==> src/rtl/f2i_pkg.sv <==
// Shared widths and FSM state encoding for the mini-float to integer converter.
package f2i_pkg;

  localparam int FLT_W = 7;
  localparam int EXP_W = 3;
  localparam int MAN_W = 4;
  localparam int INT_W = 11;

  typedef enum logic [1:0] {
    IDLE  = 2'd0,
    SHIFT = 2'd1,
    HOLD  = 2'd2
  } state_t;

endpackage

==> src/rtl/float_unpack.sv <==
// Combinational field decode: splits exp/man, restores the hidden bit and
// derives how many left shifts the converter still has to perform.
module float_unpack
  import f2i_pkg::*;
(
  input  logic [FLT_W-1:0] flt,
  output logic [INT_W-1:0] mant_ext,
  output logic [EXP_W-1:0] shift_cnt
);

  logic [EXP_W-1:0] exp_f;
  logic [MAN_W-1:0] man_f;
  logic             hidden;

  assign exp_f  = flt[FLT_W-1:MAN_W];
  assign man_f  = flt[MAN_W-1:0];
  // exp==0 is the denormal-like case: value is the mantissa alone
  assign hidden = |exp_f;

  assign mant_ext  = INT_W'({hidden, man_f});
  assign shift_cnt = hidden ? (exp_f - EXP_W'(1)) : '0;

endmodule

==> src/rtl/float2int_seq.sv <==
// Sequential mini-float to unsigned integer converter: loads the unpacked
// mantissa, shifts it left STEP bits per cycle, then holds the result.
//
// state | meaning
// IDLE  | waiting for an input, in_ready high
// SHIFT | shifting acc toward its final position, input stalled
// HOLD  | result on out_int, out_valid high until consumed
module float2int_seq
  import f2i_pkg::*;
#(
  parameter int STEP = 1
) (
  input  logic             clk,
  input  logic             rst,
  input  logic             in_valid,
  output logic             in_ready,
  input  logic [FLT_W-1:0] in_float,
  output logic             out_valid,
  input  logic             out_ready,
  output logic [INT_W-1:0] out_int,
  output logic [15:0]      conv_count
);

  localparam logic [EXP_W-1:0] STEP_V = EXP_W'(STEP);

  state_t           state;
  logic [INT_W-1:0] acc;
  logic [EXP_W-1:0] cnt;
  logic [INT_W-1:0] unp_acc;
  logic [EXP_W-1:0] unp_cnt;
  logic [EXP_W-1:0] sh;
  logic             load;

  float_unpack u_unpack (
    .flt      (in_float),
    .mant_ext (unp_acc),
    .shift_cnt(unp_cnt)
  );

  // HOLD accepts a new input in the same cycle its result is consumed
  assign in_ready = (state == IDLE) || ((state == HOLD) && out_ready);
  assign load     = in_valid && in_ready;
  assign sh       = (cnt > STEP_V) ? STEP_V : cnt;
  assign out_int  = acc;

  always_ff @(posedge clk) begin
    if (rst) begin
      state      <= IDLE;
      acc        <= '0;
      cnt        <= '0;
      out_valid  <= 1'b0;
      conv_count <= '0;
    end else begin
      if (out_valid && out_ready && (conv_count != 16'hFFFF))
        conv_count <= conv_count + 16'd1;

      if (load) begin
        acc <= unp_acc;
        cnt <= unp_cnt;
        if (unp_cnt == '0) begin
          state     <= HOLD;
          out_valid <= 1'b1;
        end else begin
          state     <= SHIFT;
          out_valid <= 1'b0;
        end
      end else begin
        case (state)
          SHIFT: begin
            acc <= acc << sh;
            cnt <= cnt - sh;
            if (cnt == sh) begin
              state     <= HOLD;
              out_valid <= 1'b1;
            end
          end
          HOLD: begin
            if (out_ready) begin
              state     <= IDLE;
              out_valid <= 1'b0;
            end
          end
          IDLE: ;
          default: begin
            state     <= IDLE;
            out_valid <= 1'b0;
          end
        endcase
      end
    end
  end

endmodule
==> config.mk <==
export PLATFORM = sky130hd
export DESIGN_NAME = float2int_seq
export DESIGN_NICKNAME = d
export VERILOG_FILES = /design/src/rtl/f2i_pkg.sv /design/src/rtl/float_unpack.sv /design/src/rtl/float2int_seq.sv
export SDC_FILE = /design/constraint.sdc
export NUM_CORES = 1
export LEC_CHECK = 0
export ABC_AREA = 1
export BUFFER_PORTS_ARGS = -buffer_cell sky130_fd_sc_hd__buf_2
export CAP_MARGIN = 20
export CORE_UTILIZATION = 53
export DETAILED_ROUTE_END_ITERATION = 10
export GPL_TIMING_DRIVEN = 0
export PLACE_DENSITY_LB_ADDON = 0.25
export SYNTH_ARGS = -nofsm -noshare
export SYNTH_HDL_FRONTEND = slang
export SYNTH_SLANG_ARGS = --single-unit
==> constraint.sdc <==
create_clock -name clk -period 1.9 [get_ports clk]
set_input_delay 0.095 -clock clk [delete_from_list [all_inputs] [get_ports clk]]
set_output_delay 0.095 -clock clk [all_outputs]
set_load 0.02 [all_outputs]
==> impl_metrics.py <==
metrics = {
    "die": {
        "dieArea_um2": 3570,
        "dieHeight_um": 59.8,
        "rows": 20,
        "coreArea_um2": 3100,
        "die_x_um": 59.8,
        "initial_utilization_pct": 57.0,
        "io_pins": 40,
    },
    "route": {
        "drt_wl_total_um": 3600,
        "wl_met1_um": 1690,
        "drtIter0Drc": 83,
        "firstDrtPassIters": 4,
        "routed_via_density": 4.93,
        "wl_met2_um": 1730,
        "top_layer_used": "met4",
        "ant_nets": 0,
        "num_vias": 1714,
        "drcViolationCount": 0,
        "detail_route.wl_per_cell_um": 10.3,
        "wl_met3_um": 124,
    },
    "final_layout": {
        "num-fill-cells": 307,
        "final_layout_size_suffix_gt1_share_pct": 23.4,
        "nets": 318,
        "utilization_pct": 67.9,
        "syn_to_final_growth_pct": 19.0,
        "fin_cells": 348,
        "final_cell_mix": "nand2_1, buf_2, nor2_1",
        "multiInputGateArea_um2": 1000,
        "mostFrequentLayoutCell": "nand2_1",
        "diodes": 0,
        "seq_area_um2": 641,
    },
    "synth": {
        "avgSynthCellArea_um2": 6.91,
        "synth_nets": 271,
        "synth_seq_cells": 32,
        "netlist_instances": 256,
        "yosys_warnings": 0,
        "yosysUniqueCellTypes": 27,
        "yosysSeqAreaShare_pct": 36.2,
        "syn_area_um2": 1770,
    },
    "clocking": {
        "root_buffer": "clkbuf_4",
        "cts.htree.levels": 2,
        "cts_inserted_buffers": 5,
        "ctsResizeCount": 0,
        "cts_tree": "built",
        "clk_pin_slew_ns": 0.11,
        "clock_latency_ns": 0.34,
        "cts_max_path_buffers": 2,
        "cts.sinks": 32,
    },
    "sta": {
        "hold_violations": 0,
        "period_share_pct": 81.9,
        "worst_hold_slack_ns": 0.0446,
        "finalSetupViolations": 0,
        "drv_slew": 0,
        "fin_setup_tns_ns": 0,
        "relSlewSlack_pct": 57.9,
        "finClkSkew_ns": 0.00606,
        "worstMarginPinSlew_ns": 0.632,
        "rsz0062_at_grt": "no",
        "fmax_mhz": 643,
        "min_period_ns": 1.56,
    },
    "grt": {
        "grt_pass1_vias": 1509,
        "track_usage_pct": 23.2,
        "grt_max_degree": 11,
        "antenna_found_initial": 0,
        "gr-total-overflow": 0,
        "grt_pass1_wl_um": 6260,
    },
    "critical_path": {
        "r2r_start": "conv_count[0]",
        "worstSetupPathType": "reg -> reg",
        "start_kind": "register",
        "cp_data_required_time_ns": 2.10,
        "worstSetupEndpointType": "register",
        "startpoint": "conv_count[0]",
        "worst_r2r_path_depth": 9,
        "reg2reg_slack_ns": 0.34,
        "crit_end": "conv_count[7]",
        "crit_arrival_ns": 1.76,
        "crit_path_max_fanout": 10,
        "r2r-end": "conv_count[7]",
    },
    "run": {
        "drv_cap": 0,
    },
    "min_path": {
        "min_from": "in_float[0]",
        "hold_path.class": "in -> reg",
    },
    "place": {
        "place_congestion": 0.863,
        "hpwl_um": 2700,
        "io_buffers": 39,
        "dp_cells": 339,
    },
    "power": {
        "power.density_nw_per_um2": 719,
        "p_comb_share_pct": 17.7,
        "p_int_w": 0.00107,
        "ir_worst_vdd_v": 0.000461,
        "power.switching_w": 0.000444,
        "seqPwrFrac_pct": 48.0,
        "power.share.switching_pct": 29.4,
        "leakage_nw": 1.00,
        "clock_power_share_pct": 34.3,
    },
    "run_status": {
        "outcome": "finished clean",
    },
}
## final cells by class
type / instances / area share (%)
clock buffer: 6 / 1.96
sequential: 32 / 30.4
timing repair buffer: 40 / 9.74
tap: 44 / 2.61
inverter: 28 / 4.99
clock inverter: 2 / 1.66
buffer: 4 / 1.13
multi-input combinational: 192 / 47.5
## worst min-delay path by stage
stage,end,depth (start not counted)
final,out_int[0],3
after global routing,out_int[0],3
after CTS,out_int[0],3
after detailed placement,conv_count[4],2
after global placement,conv_count[4],2
after floorplan,conv_count[4],1
## synth_stat cells
cell	count	area, µm²
nor3_1	7	35.0
nor2_1	35	131
ha_1	4	50.1
o21bai_1	1	7.51
inv_2	2	7.51
nand4_1	3	18.8
clkbuf_1	2	7.51
nand3_2	1	10.0
o21ai_0	12	60.1
nor2_4	6	67.6
xor2_1	4	35.0
nand3b_1	1	7.51
o21ai_4	1	16.3
buf_6	1	11.3
nand2_1	69	259
nand3_1	12	60.1
nand2_2	3	18.8
a21oi_2	6	52.6
buf_2	1	5.00
xnor2_1	3	26.3
dfxtp_1	32	641
nor2_2	2	12.5
inv_1	26	97.6
a31oi_1	1	6.26
o211ai_1	3	22.5
nand2_4	2	22.5
a21oi_1	16	80.1
## layer usage
layer	vias to the layer above	track usage (%)
li1	912	-
met1	767	28.2
met2	29	39.8
met3	6	5.19
met4	0	8.31
met5	-	0
## kinds of logic after synthesis
kind of cell	Yosys count	share of synthesized area, %
AND/OR/NAND/NOR	141	36.4
AO/OA/AOI/OAI	40	13.9
buffers and inverters	32	7.28
flip-flops	32	36.2
XOR/XNOR	7	3.47
adder cells (fa/ha/maj)	4	2.83
## through the flow
stage	total power, W	setup slack (ns)	area [µm²]
finish	0.00151	0.344	2110
global placement	0.00100	0.374	2020
floorplan	0.000929	0.334	1770
detailed placement	0.00101	0.365	2020
global route	0.00160	0.195	2110
CTS	0.00153	0.334	2110
## flip-flops by register name (all words and copies together) (netlist names)
signal      flops
conv_count     16
out_int        11
cnt             3
out_valid       1
state           1
## worst max-delay path: stages, from the launching register on
cell and delay, ns:
dfxtp_1 0.42, ha_1 0.24, nand2_2 0.09, nor2_4 0.13, nand2_4 0.09, nor2_4 0.13, nor2_4 0.06, buf_6 0.14
nand2_1 0.06, a21oi_1 0.05
## power groups by stage
stage / combinational [W] / clock [W] / sequential, W
after floorplan: 0.000163 / 0 / 0.000766
after global placement: 0.000262 / 0 / 0.000742
after detailed placement: 0.000267 / 0 / 0.000741
after CTS: 0.000269 / 0.000529 / 0.000727
after global routing: 0.000308 / 0.000558 / 0.000731
final: 0.000267 / 0.000519 / 0.000726
## timing repair
item	in CTS	in global routing
hold buffers	1	0
hold endpoints to repair	1	0
setup endpoints to repair	0	0
buffers inserted	0	0
Power figures use the tool's default switching activity.
